**src/rtl/ofm_write_addr_controller.sv**
```systemverilog
// OFM buffer write sequencer: emits one write address per cycle for a finished tile,
// with optional 2x nearest-neighbour upsampling, and tracks tile position across the layer.
// state | meaning
// IDLE  | waiting for start
// WRITE | one buffer write per cycle, filter-major, pixel, then sub-position
// DONE  | one-cycle tile completion; tile position advances
module ofm_write_addr_controller #(
    parameter int SYSTOLIC_SIZE = 16,
    parameter int OFM_SIZE      = 13,
    parameter int NUM_FILTER    = 16,
    parameter int UPSAMPLE      = 1,
    parameter int ADDR_WIDTH    = 14
) (
    input  logic                             clk,
    input  logic                             rst,
    input  logic                             start,
    input  logic [4:0]                       size,
    output logic [ADDR_WIDTH-1:0]            ofm_addr,
    output logic                             write_en,
    output logic [$clog2(NUM_FILTER)-1:0]    filt_idx,
    output logic [$clog2(SYSTOLIC_SIZE)-1:0] pix_idx,
    output logic                             busy,
    output logic                             done,
    output logic                             layer_done
);
    localparam int FW       = $clog2(NUM_FILTER);
    localparam int PW       = $clog2(SYSTOLIC_SIZE);
    localparam int RW       = (OFM_SIZE > 1) ? $clog2(OFM_SIZE) : 1;
    localparam int CW       = $clog2(OFM_SIZE + SYSTOLIC_SIZE + 1);
    localparam int OUT_DIM  = (UPSAMPLE != 0) ? 2 * OFM_SIZE : OFM_SIZE;
    localparam int PLANE    = OUT_DIM * OUT_DIM;
    localparam int ROW_STEP = (UPSAMPLE != 0) ? 2 * OUT_DIM : OUT_DIM;
    localparam int PIX_STEP = (UPSAMPLE != 0) ? 2 : 1;

    localparam logic [ADDR_WIDTH-1:0] DIM_A      = ADDR_WIDTH'(OUT_DIM);
    localparam logic [ADDR_WIDTH-1:0] PLANE_A    = ADDR_WIDTH'(PLANE);
    localparam logic [ADDR_WIDTH-1:0] ROW_STEP_A = ADDR_WIDTH'(ROW_STEP);
    localparam logic [ADDR_WIDTH-1:0] PIX_STEP_A = ADDR_WIDTH'(PIX_STEP);
    localparam logic [ADDR_WIDTH-1:0] COL_STEP_A = ADDR_WIDTH'(SYSTOLIC_SIZE * PIX_STEP);

    if ((64'(PLANE) * 64'(NUM_FILTER)) > (64'd1 << ADDR_WIDTH)) begin : g_addr_range_check
        $error("ofm_write_addr_controller: OFM map does not fit in ADDR_WIDTH");
    end

    typedef enum logic [1:0] {
        IDLE  = 2'd0,
        WRITE = 2'd1,
        DONE  = 2'd2
    } state_t;

    state_t                state, state_next;
    logic [4:0]            size_q;
    logic [FW-1:0]         f_cnt;
    logic [PW-1:0]         p_cnt;
    logic [1:0]            s_cnt;
    logic [ADDR_WIDTH-1:0] filt_base;
    logic [ADDR_WIDTH-1:0] pix_addr;
    logic [RW-1:0]         tile_row;
    logic [CW-1:0]         col_base;
    logic [ADDR_WIDTH-1:0] row_off;
    logic [ADDR_WIDTH-1:0] col_off;
    logic [ADDR_WIDTH-1:0] tile_base;

    logic sub_last, pix_last, filt_last, row_last, last_tile;

    assign tile_base = row_off + col_off;
    assign sub_last  = (UPSAMPLE == 0) || (s_cnt == 2'd3);
    assign pix_last  = (5'(p_cnt) == (size_q - 5'd1));
    assign filt_last = (f_cnt == FW'(NUM_FILTER - 1));
    assign row_last  = (tile_row == RW'(OFM_SIZE - 1));
    assign last_tile = row_last &&
                       (({1'b0, col_base} + (CW+1)'(size_q)) == (CW+1)'(OFM_SIZE));

    always_ff @(posedge clk) begin
        if (rst) begin
            state <= IDLE;
        end else begin
            state <= state_next;
        end
    end

    always_comb begin
        state_next = state;
        case (state)
            IDLE: begin
                if (start) begin
                    state_next = (size == 5'd0) ? DONE : WRITE;
                end
            end
            WRITE: begin
                if (sub_last && pix_last && filt_last) begin
                    state_next = DONE;
                end
            end
            DONE:    state_next = IDLE;
            default: state_next = IDLE;
        endcase
    end

    // Address is kept as a running base per pixel; sub-position offsets are added at the output.
    always_ff @(posedge clk) begin
        if (rst) begin
            size_q    <= '0;
            f_cnt     <= '0;
            p_cnt     <= '0;
            s_cnt     <= '0;
            filt_base <= '0;
            pix_addr  <= '0;
            tile_row  <= '0;
            col_base  <= '0;
            row_off   <= '0;
            col_off   <= '0;
        end else begin
            case (state)
                IDLE: begin
                    if (start) begin
                        size_q    <= size;
                        f_cnt     <= '0;
                        p_cnt     <= '0;
                        s_cnt     <= '0;
                        filt_base <= '0;
                        pix_addr  <= tile_base;
                    end
                end
                WRITE: begin
                    if (sub_last) begin
                        s_cnt <= '0;
                        if (pix_last) begin
                            p_cnt     <= '0;
                            f_cnt     <= f_cnt + FW'(1);
                            filt_base <= filt_base + PLANE_A;
                            pix_addr  <= filt_base + PLANE_A + tile_base;
                        end else begin
                            p_cnt    <= p_cnt + PW'(1);
                            pix_addr <= pix_addr + PIX_STEP_A;
                        end
                    end else begin
                        s_cnt <= s_cnt + 2'd1;
                    end
                end
                DONE: begin
                    if (row_last) begin
                        tile_row <= '0;
                        row_off  <= '0;
                        if (last_tile) begin
                            col_base <= '0;
                            col_off  <= '0;
                        end else begin
                            col_base <= col_base + CW'(SYSTOLIC_SIZE);
                            col_off  <= col_off + COL_STEP_A;
                        end
                    end else begin
                        tile_row <= tile_row + RW'(1);
                        row_off  <= row_off + ROW_STEP_A;
                    end
                end
                default: ;
            endcase
        end
    end

    always_comb begin
        write_en   = (state == WRITE);
        busy       = (state == WRITE) || (state == DONE);
        done       = (state == DONE);
        layer_done = (state == DONE) && last_tile;
        ofm_addr   = '0;
        filt_idx   = '0;
        pix_idx    = '0;
        if (state == WRITE) begin
            ofm_addr = pix_addr + (s_cnt[1] ? DIM_A : '0) + ADDR_WIDTH'(s_cnt[0]);
            filt_idx = f_cnt;
            pix_idx  = p_cnt;
        end
    end

endmodule

```
**config.mk**
```make
export PLATFORM = sky130hd
export DESIGN_NAME = ofm_write_addr_controller
export DESIGN_NICKNAME = d
export VERILOG_FILES = /design/src/rtl/ofm_write_addr_controller.sv
export SDC_FILE = /design/constraint.sdc
export NUM_CORES = 1
export LEC_CHECK = 0
export CORE_ASPECT_RATIO = 1.4
export CORE_UTILIZATION = 60
export DETAILED_ROUTE_END_ITERATION = 7
export PLACE_DENSITY = 0.86
export SETUP_SLACK_MARGIN = 0.1
export SYNTH_ARGS = -nofsm -noshare
export SYNTH_HDL_FRONTEND = slang
export SYNTH_SLANG_ARGS = --single-unit
```
**constraint.sdc**
```tcl
create_clock -name clk -period 4.9 [get_ports clk]
set_clock_uncertainty 0.2 [all_clocks]
set_input_delay 0.98 -clock clk [delete_from_list [all_inputs] [get_ports clk]]
set_output_delay 0.98 -clock clk [all_outputs]
set_load 0.02 [all_outputs]
```
==> results.py, run 1 <==
metrics = {
    "status": {
        "status": "finished, final reports clean",
    },
    "global_routing": {
        "grt_max_degree": 42,
        "antenna_found_initial": 0,
        "grt-ovfl-total": 0,
        "track_usage_pct": 31.9,
        "grt_pass1_vias": 4922,
        "grt_pass1_wl_um": 22500,
    },
    "route": {
        "route.met2.wl_um": 7040,
        "met3WireLength_um": 767,
        "vias": 5008,
        "drt_iter0_markers": 477,
        "drc_errors": 0,
        "dr.pass1.iters": 7,
        "dr.max_layer_used": "met4",
        "routed_wl_um": 13500,
        "avgViaCountPerCell": 6.44,
        "drt-wirelength-per-cell_um": 17.4,
        "routedLengthMet1_um": 5080,
        "drtAntennaViolNets": 0,
    },
    "worst_hold_path": {
        "min-delay-start": "size_q[1]",
        "hp-class": "reg2reg",
    },
    "worst_setup_path": {
        "crit_required_ns": 3.72,
        "cp.arrival_ns": 3.06,
        "r2r_start": "filt_base[2]",
        "crit_type": "reg2out",
        "crit_path_start": "s_cnt[0]",
        "crit_path_max_fanout": 4,
        "worstSetupStartpointType": "flip-flop",
        "critPathCaptureType": "output port",
    },
    "pwr": {
        "irDropWorstVdd_v": 0.000374,
        "power.leakage_nw": 2.19,
        "p_per_area_mw_per_mm2": 398,
    },
    "sta": {
        "finalSetupViolations": 0,
        "slew_violations": 0,
        "hold_violations": 0,
        "timing.setup.tns_ns": 0,
        "fin_crit_sh_pct": 86.6,
        "holdWs_ns": 0.301,
        "finalCriticalPeriod_ns": 4.24,
        "fmax_ghz": 0.236,
        "worst_slew_pin_slew_ns": 0.943,
        "maxSlewHeadroom_pct": 36.9,
        "rsz0062_at_grt": "false",
    },
    "logic_synthesis": {
        "syn_area_per_cell_um2": 7.81,
        "ys_seq_area_share_pct": 26.8,
        "synth_edf_count": 0,
        "synth-async-reset-ratio_pct": 0,
        "synth_cells": 659,
        "syn_area_mm2": 0.00515,
        "ys.flop_type": "dfxtp_1",
        "ys_warn_count": 0,
        "synth.distinct_cells": 64,
        "ys_ff_latch": 69,
    },
    "finish": {
        "diodes": 0,
        "multi_input_area_mm2": 0.00352,
        "final_nets": 721,
        "area_delta_synth_final_pct": 12.8,
        "fillCellCount": 655,
        "ff_latch_area_mm2": 0.00138,
        "drive_gt1_share_pct": 4.14,
    },
    "floorplan": {
        "dieArea_mm2": 0.00896,
        "dieHeight_um": 112,
        "core_area_mm2": 0.00825,
        "rows": 39,
        "ios": 34,
        "die_x_um": 80.3,
        "start_util_pct": 62.4,
    },
    "placed_design": {
        "gp_congestion": 0.959,
        "dp_hpwl_um": 9770,
        "port_buffers": 33,
    },
    "flow_run": {
        "maxCapViolCount": 0,
    },
    "clocking": {
        "insertion_delay_ns": 0.34,
        "htreeDepth": 3,
        "cts_hold_buf": 0,
        "clock_path_buffers": 2,
        "clk_pin_slew_ns": 0.06,
        "cts_sinks": 69,
        "numCtsBuffers": 9,
        "cts_root_buf": "clkbuf_16",
        "cts_resized": 0,
        "cts_tree": "done",
        "post-cts-setup-buffers": 0,
    },
}
-- placed cells by master (no fill, tap or decap), types with 8 or more instances in the layout --
master / synthesis / routed
a211oi_1: 11 / 11
a21o_1: 8 / 8
a21oi_1: 54 / 54
a311oi_1: 8 / 8
a31oi_1: 15 / 15
and2_1: 13 / 13
clkbuf_16: 0 / 9
clkdlybuf4s50_1: 0 / 33
dfxtp_1: 69 / 69
ha_1: 40 / 40
inv_1: 23 / 23
nand2_1: 52 / 52
nand3_1: 31 / 31
nand4_1: 13 / 13
nor2_1: 62 / 62
nor2b_1: 9 / 9
nor3_1: 11 / 11
o211ai_1: 10 / 10
o21ai_0: 39 / 39
xnor2_1: 36 / 36
xor2_1: 31 / 31
-- logic make-up (layout without fill, tap and decap cells) --
family / Yosys count / in the layout / share of synthesized area (%)
buffers and inverters: 61 / 76 / 4.81
multiplexers: 7 / 7 / 1.36
AO/OA/AOI/OAI: 184 / 184 / 23.0
AND/OR/NAND/NOR: 228 / 228 / 22.0
adder cells (fa/ha/maj): 42 / 42 / 10.5
flip-flops: 69 / 69 / 26.8
XOR/XNOR: 67 / 67 / 11.4
other: 1 / 3 / 0.0729
-- final timing paths --
check | endpoint | slack, ns | cells after the start
setup / recovery | ofm_addr[12] | 0.66 | 9
hold / removal | size_q[1] | 0.30 | 2
setup reg to reg | pix_addr[13] | 0.99 | 12
hold reg to reg | size_q[1] | 0.30 | 2
-- where the power goes --
group,total (mW),internal (mW),switching [mW]
clock network,0.716,0.458,0.258
registers,0.771,0.636,0.135
logic,0.826,0.313,0.513
total,2.31,1.41,0.906
-- routing by layer --
layer | up-vias | track usage, %
li1 | 2396 | -
met1 | 2324 | 35.1
met2 | 222 | 57.0
met3 | 66 | 4.84
met4 | 0 | 17.4
met5 | - | 0
-- layout make-up --
class	count	share of cell area, %
repair buffers	37	6.21
inverters	23	1.49
clock buffers	10	4.12
well taps	102	2.20
flip-flops and latches	69	23.8
multi-input cells	531	60.7
clock inverters	6	1.49
-- registers in the layout, indices dropped and copies added, names as in the netlist --
name / cells
filt_base: 12
state: 2
size_q: 5
col_base: 1
tile_row: 4
col_off: 9
f_cnt: 4
p_cnt: 4
row_off: 12
pix_addr: 14
s_cnt: 2
-- Yosys cell counts (all sizes together) (3+ instances only) --
master  count  area share, %
dfxtp      69             27
nor2       62            4.5
a21oi      54            5.3
nand2      53            4.0
o21ai      41            4.0
ha         40            9.7
xnor2      36            6.1
nand3      31            3.0
xor2       31            5.3
clkbuf     28            2.0
inv        23            1.7
a31oi      15            1.8
and2       13            1.6
nand4      13            1.6
nor3       12            1.4
a211oi     11            1.6
o211ai     10            1.5
buf         9           0.90
nor2b       9            1.1
a21o        8            1.2
a311oi      8            1.4
mux2i       7            1.4
nand2b      7           0.85
or3         6           0.73
and3        5           0.61
or4         5           0.73
o31a        4           0.71
o31ai       4           0.85
and4        3           0.51
o21bai      3           0.44
-- metrics by stage --
step | utilization [%] | power (mW) | setup slack, ns | area (um2) | cells
global placement | 66.5 | 1.55 | 1.08 | 5480 | 762
CTS | 70.4 | 2.30 | 0.628 | 5810 | 778
floorplan | - | 1.37 | 1.45 | 5150 | 661
detailed placement | 66.5 | 1.57 | 0.993 | 5480 | 762
finish | 70.4 | 2.31 | 0.656 | 5810 | 778
global route | 70.4 | 2.44 | 0.501 | 5810 | 778
-- critical path: stages, from the launching register on --
cell	delay [ns]
dfxtp_1	0.35
ha_1	0.24
fa_1	0.42
a31oi_1	0.21
nor2b_1	0.08
o21ai_0	0.43
nor2_1	0.14
xnor2_1	0.15
nor2_1	0.09
clkdlybuf4s50_1	0.62
Power figures use the tool's default switching activity.
==> run 2, diff against run 1 <==
--- a/config.mk
+++ b/config.mk
@@ -5,6 +5,7 @@
 export SDC_FILE = /design/constraint.sdc
 export NUM_CORES = 1
 export LEC_CHECK = 0
+export ABC_AREA = 1
 export CORE_ASPECT_RATIO = 1.4
 export CORE_UTILIZATION = 60
 export DETAILED_ROUTE_END_ITERATION = 7
==> run 2 against run 1 <==
Effect of this change: count of clock-buffer cells in the layout is 1 higher; setup slack worse by 0.032 ns; non-clock buffer count is 1 lower; clock power is 7.7% lower; worst hold slack worse by 0.044 ns; design area is 1.1% higher; largest cell class unchanged; cell count is 17% higher; largest power group unchanged.
==> results.py, run 2 <==
metrics = {
    "logic_synthesis": {
        "yosys-top-cells-area": "dfxtp_1 27%, nand2_1 12%, ha_1 9.6%",
        "ys_warn_count": 0,
        "ys.flop_type": "dfxtp_1",
        "ys_seq_area_share_pct": 26.5,
        "synth-async-reset-ratio_pct": 0,
        "synth_top_area_share_pct": 26.5,
        "synth_edf_count": 0,
        "synth_cells": 773,
        "syn_area_mm2": 0.00520,
        "ys_ff_latch": 69,
        "synth_common_cells": "163 x nand2_1, 92 x inv_1, 86 x nor2_1",
        "yosysTopAreaCell": "dfxtp_1",
        "synth.distinct_cells": 52,
        "syn_area_per_cell_um2": 6.73,
        "yosysMostFrequentCell": "nand2_1",
    },
    "sta": {
        "fin_crit_sh_pct": 87.3,
        "finalSetupViolations": 0,
        "maxSlewHeadroom_pct": 56.6,
        "fmax_ghz": 0.234,
        "worst_slew_pin_slew_ns": 0.650,
        "hold_violations": 0,
        "rsz0062_at_grt": "false",
        "slew_violations": 0,
        "timing.setup.tns_ns": 0,
        "finalCriticalPeriod_ns": 4.28,
    },
    "finish": {
        "final_nets": 851,
        "area_delta_synth_final_pct": 12.7,
        "final_common_cell": "nand2_1",
        "largest_reg_flops": 14,
        "diodes": 0,
        "final_cell_mix": "163 x nand2_1, 92 x inv_1, 86 x nor2_1, 71 x a21oi_1, 69 x dfxtp_1",
        "reg_top3": "pix_addr x14, filt_base x12, row_off x12",
        "regMostFlops": "pix_addr",
        "drive_gt1_share_pct": 7.32,
    },
    "placed_design": {
        "port_buffers": 33,
        "gp_congestion": 0.909,
        "dp_hpwl_um": 9300,
    },
    "clocking": {
        "insertion_delay_ns": 0.35,
        "htreeDepth": 3,
        "cts_tree": "done",
        "cts_hold_buf": 0,
        "clock_path_buffers": 2,
        "cts_sinks": 69,
        "cts_root_buf": "clkbuf_16",
        "numCtsBuffers": 9,
        "cts_resized": 0,
        "post-cts-setup-buffers": 0,
        "clk_pin_slew_ns": 0.06,
    },
    "worst_hold_path": {
        "holdPathEnd": "pix_addr[0]",
        "min-delay-start": "pix_addr[0]",
        "hp-class": "reg2reg",
        "whs_path_depth": 2,
    },
    "floorplan": {
        "dieHeight_um": 112,
        "dieArea_mm2": 0.00906,
        "ios": 34,
        "start_util_pct": 62.7,
        "core_area_mm2": 0.00830,
        "die_x_um": 80.7,
        "rows": 39,
    },
    "worst_setup_path": {
        "r2r-end": "pix_addr[13]",
        "worstSetupStartpointType": "flip-flop",
        "rrSetupSlack_ns": 1.68,
        "crit_path_start": "s_cnt[0]",
        "r2r_start": "col_off[8]",
        "crit_type": "reg2out",
        "crit_path_max_fanout": 4,
        "critPathCaptureType": "output port",
        "crit_required_ns": 3.72,
        "ff2ff_path_depth": 23,
        "cp.arrival_ns": 3.10,
    },
    "flow_run": {
        "maxCapViolCount": 0,
    },
    "route": {
        "drt-wirelength-per-cell_um": 13.7,
        "drtAntennaViolNets": 0,
        "avgViaCountPerCell": 5.66,
        "drc_errors": 0,
        "drt_iter0_markers": 331,
        "vias": 5138,
        "routed_wl_um": 12500,
        "dr.pass1.iters": 6,
    },
    "pwr": {
        "switching_power_mw": 0.835,
        "seqPwrFrac_pct": 34.2,
        "irDropWorstVdd_v": 0.000286,
        "fin_total_pwr_mw": 2.14,
        "power_frac_comb_pct": 34.9,
        "power.internal_mw": 1.30,
        "share_clk_of_total_power_pct": 30.9,
        "p_per_area_mw_per_mm2": 365,
        "switching_share_pct": 39.0,
        "power.leakage_nw": 2.59,
    },
    "status": {
        "status": "finished, final reports clean",
    },
    "global_routing": {
        "grt_max_degree": 32,
        "grt_pass1_vias": 4928,
        "grt_pass1_wl_um": 21200,
        "grt-ovfl-total": 0,
        "antenna_found_initial": 0,
        "track_usage_pct": 29.8,
    },
}
-- run 2: cell count changes in the layout (fill, tap and decap cells not counted), sizes merged, moves of 11 or more --
cell / delta
a21oi: +26
a31oi: -11
and2: -13
inv: +74
nand2: +121
nor2: +27
nor3: +11
o21ai: +16
xnor2: -24
-- run 2: kinds of logic (layout without fill, tap and decap cells) --
| group | after synthesis | after routing | share of synthesized area [%] |
|---|---|---|---|
| XOR/XNOR | 42 | 42 | 7.07 |
| flip-flops | 69 | 69 | 26.5 |
| adder cells (fa/ha/maj) | 42 | 42 | 10.4 |
| buffers and inverters | 119 | 150 | 9.62 |
| other | 1 | 3 | 0.0720 |
| AND/OR/NAND/NOR | 336 | 336 | 27.7 |
| AO/OA/AOI/OAI | 164 | 164 | 18.6 |
-- run 2: per-stage QoR --
step	instance area, um2	setup slack, ns	hold slack [ns]	std cells	utilization [%]
after floorplan	5210	1.64	0.228	775	-
final	5870	0.624	0.257	908	70.7
after CTS	5870	0.596	0.255	908	70.7
after detailed placement	5570	0.966	0.246	892	67.1
after global placement	5570	1.10	0.236	892	67.1
after global routing	5870	0.344	0.287	908	70.7
-- run 2: worst max-delay path by stage --
stage / to / slack [ns] / cells after the start
global placement: ofm_addr[12] / 1.10 / 14
CTS: ofm_addr[12] / 0.60 / 14
detailed placement: ofm_addr[12] / 0.97 / 14
floorplan: ofm_addr[12] / 1.64 / 13
global route: ofm_addr[12] / 0.34 / 14
finish: ofm_addr[12] / 0.62 / 14
-- run 2: power groups by stage --
stage	registers, mW	logic (mW)	clock network [mW]
after floorplan	0.709	0.589	0
after global placement	0.733	0.712	0
after detailed placement	0.739	0.729	0
after CTS	0.728	0.742	0.667
after global routing	0.744	0.832	0.695
final	0.731	0.747	0.661
-- run 2: worst max-delay path, cell delays in order, from the launching register on --
cell	delay, ns
dfxtp_1	0.33
ha_1	0.23
fa_1	0.38
nand2_1	0.08
inv_1	0.05
nand2_1	0.07
nand2_1	0.06
nand2_1	0.07
inv_1	0.04
o21ai_0	0.35
nor2_1	0.13
nand2_1	0.10
o21ai_0	0.08
a21oi_1	0.15
clkdlybuf4s50_1	0.62
-- run 2: metal layers --
metal	up-vias	track usage, %	wire, um	share of wire, %
met2	139	54.0	6650	53
met4	0	14.0	323	2.6
met5	-	0	0	0
met1	2387	32.0	4990	40
li1	2582	-	-	-
met3	30	6.26	499	4.0
-- run 2: cell type report --
| type | count | area (um2) |
|---|---|---|
| Clock inverter | 5 | 58.8 |
| Sequential cell | 69 | 1380 |
| Tap cell | 102 | 128 |
| Inverter | 98 | 374 |
| Fill cell | 656 | 2430 |
| Timing Repair Buffer | 36 | 353 |
| Multi-Input combinational cell | 587 | 3330 |
| Clock buffer | 11 | 243 |
==> run 3, diff against run 2 <==
--- a/config.mk
+++ b/config.mk
@@ -7,9 +7,9 @@
 export LEC_CHECK = 0
 export ABC_AREA = 1
 export CORE_ASPECT_RATIO = 1.4
-export CORE_UTILIZATION = 60
+export CORE_UTILIZATION = 45
 export DETAILED_ROUTE_END_ITERATION = 7
-export PLACE_DENSITY = 0.86
+export PLACE_DENSITY = 0.68
 export SETUP_SLACK_MARGIN = 0.1
 export SYNTH_ARGS = -nofsm -noshare
 export SYNTH_HDL_FRONTEND = slang
==> run 3 against run 2 <==
Effect of this change: critical path depth unchanged; via count decreased by 5.2%; sequential power about the same; critical path type unchanged; largest power group unchanged.
==> results.py, run 3 (synthesis results as in run 2) <==
metrics = {
    "pwr": {
        "fin_total_pwr_mw": 2.13,
        "p_per_area_mw_per_mm2": 360,
        "power.leakage_nw": 2.59,
        "irDropWorstVdd_v": 0.000180,
    },
    "finish": {
        "reg_top3": "pix_addr x14, filt_base x12, row_off x12",
        "fin_util_pct": 52.5,
        "instances_no_fill": 950,
        "final_common_cell": "nand2_1",
        "largest_reg_flops": 14,
        "drive_gt1_share_pct": 7.32,
        "fin_area_mm2": 0.00592,
        "regMostFlops": "pix_addr",
        "final_cell_mix": "163 x nand2_1, 92 x inv_1, 86 x nor2_1, 71 x a21oi_1, 69 x dfxtp_1",
        "diodes": 0,
        "final_nets": 851,
        "area_delta_synth_final_pct": 13.8,
    },
    "placed_design": {
        "dp_hpwl_um": 9500,
        "port_buffers": 33,
        "gp_congestion": 0.846,
        "dpl_cell_area_mm2": 0.00562,
        "dp.cells": 934,
    },
    "route": {
        "drc_errors": 0,
        "vias": 4872,
        "drtAntennaViolNets": 0,
        "avgViaCountPerCell": 5.13,
        "drt_iter0_markers": 171,
        "dr.pass1.iters": 4,
        "drt-wirelength-per-cell_um": 13.0,
        "routed_wl_um": 12300,
    },
    "worst_setup_path": {
        "worstSetupStartpointType": "flip-flop",
        "rrSetupSlack_ns": 1.72,
        "cp.arrival_ns": 3.09,
        "ff2ff_path_depth": 23,
        "crit_required_ns": 3.72,
        "critPathCaptureType": "output port",
        "crit_type": "reg2out",
        "r2r_start": "col_off[8]",
        "r2r-end": "pix_addr[13]",
        "crit_path_max_fanout": 4,
    },
    "clocking": {
        "cts_resized": 0,
        "clock_path_buffers": 2,
        "cts_sinks": 69,
        "cts_root_buf": "clkbuf_16",
        "clk_pin_slew_ns": 0.06,
        "cts_hold_buf": 0,
        "post-cts-setup-buffers": 0,
        "numCtsBuffers": 9,
        "cts_tree": "done",
        "insertion_delay_ns": 0.34,
        "htreeDepth": 3,
    },
    "worst_hold_path": {
        "whs_path_depth": 2,
        "min-delay-start": "pix_addr[0]",
        "holdPathEnd": "pix_addr[0]",
        "hp-class": "reg2reg",
    },
    "global_routing": {
        "antenna_found_initial": 0,
        "grt_pass1_wl_um": 20500,
        "grt_pass1_vias": 4582,
        "track_usage_pct": 21.3,
        "grt_max_degree": 32,
        "grt-ovfl-total": 0,
    },
    "floorplan": {
        "core_area_mm2": 0.0113,
        "die_x_um": 92.9,
        "dieHeight_um": 129,
        "ios": 34,
        "dieArea_mm2": 0.0120,
        "start_util_pct": 46.1,
        "rows": 46,
    },
    "status": {
        "status": "finished, final reports clean",
    },
    "sta": {
        "maxSlewHeadroom_pct": 53.1,
        "worst_slew_pin_slew_ns": 0.700,
        "finalSetupViolations": 0,
        "slew_violations": 0,
        "fmax_ghz": 0.234,
        "fin_crit_sh_pct": 87.0,
        "finalCriticalPeriod_ns": 4.27,
        "timing.setup.tns_ns": 0,
        "rsz0062_at_grt": "false",
        "hold_violations": 0,
    },
    "flow_run": {
        "maxCapViolCount": 0,
    },
}
## run 3: cell counts in the layout (fill, tap and decap cells not counted)
Identical to the previous run, type by type.
## run 3: per-stage QoR
step	hold WS (ns)	setup slack, ns
after global routing	0.269	0.372
final	0.246	0.635
after detailed placement	0.240	0.987
after floorplan	0.228	1.64
after CTS	0.249	0.608
after global placement	0.236	1.09
## run 3: critical path, cell delays in order, from the launching register on
cell	delay, ns
dfxtp_1	0.33
ha_1	0.23
fa_1	0.38
nand2_1	0.08
inv_1	0.05
nand2_1	0.07
nand2_1	0.05
nand2_1	0.07
inv_1	0.04
o21ai_0	0.37
nor2_1	0.13
nand2_1	0.11
o21ai_0	0.08
a21oi_1	0.15
clkdlybuf4s50_1	0.62
## run 3: final cells by class
| cell class | count | area, um2 |
|---|---|---|
| flip-flops and latches | 69 | 1380 |
| clock buffers | 11 | 243 |
| fillers | 1112 | 5360 |
| repair buffers | 36 | 353 |
| inverters | 98 | 374 |
| multi-input cells | 587 | 3330 |
| well taps | 144 | 180 |
| clock inverters | 5 | 58.8 |
## run 3: where the power goes
group | switching (mW) | leakage [nW] | internal (mW)
clock network | 0.258 | 0.142 | 0.409
registers | 0.0957 | 0.559 | 0.632
logic | 0.477 | 1.89 | 0.260
total | 0.831 | 2.59 | 1.30
## run 3: how the worst max path moves through the flow
stage	end	cells after the start	from	slack (ns)
after floorplan	ofm_addr[12]	13	s_cnt[0]	1.64
after global placement	ofm_addr[12]	14	s_cnt[0]	1.09
after detailed placement	ofm_addr[12]	14	s_cnt[0]	0.99
after CTS	ofm_addr[12]	14	s_cnt[0]	0.61
after global routing	ofm_addr[12]	14	s_cnt[0]	0.37
final	ofm_addr[12]	14	s_cnt[0]	0.63
## run 3: per-layer routing
layer	share of wire (%)	wire length, um	GRT usage [%]	vias up
li1	-	-	-	2580
met1	43	5320	24.1	2232
met2	53	6530	40.3	49
met3	2.2	276	3.29	11
met4	1.5	181	7.15	0
met5	0	0	0	-
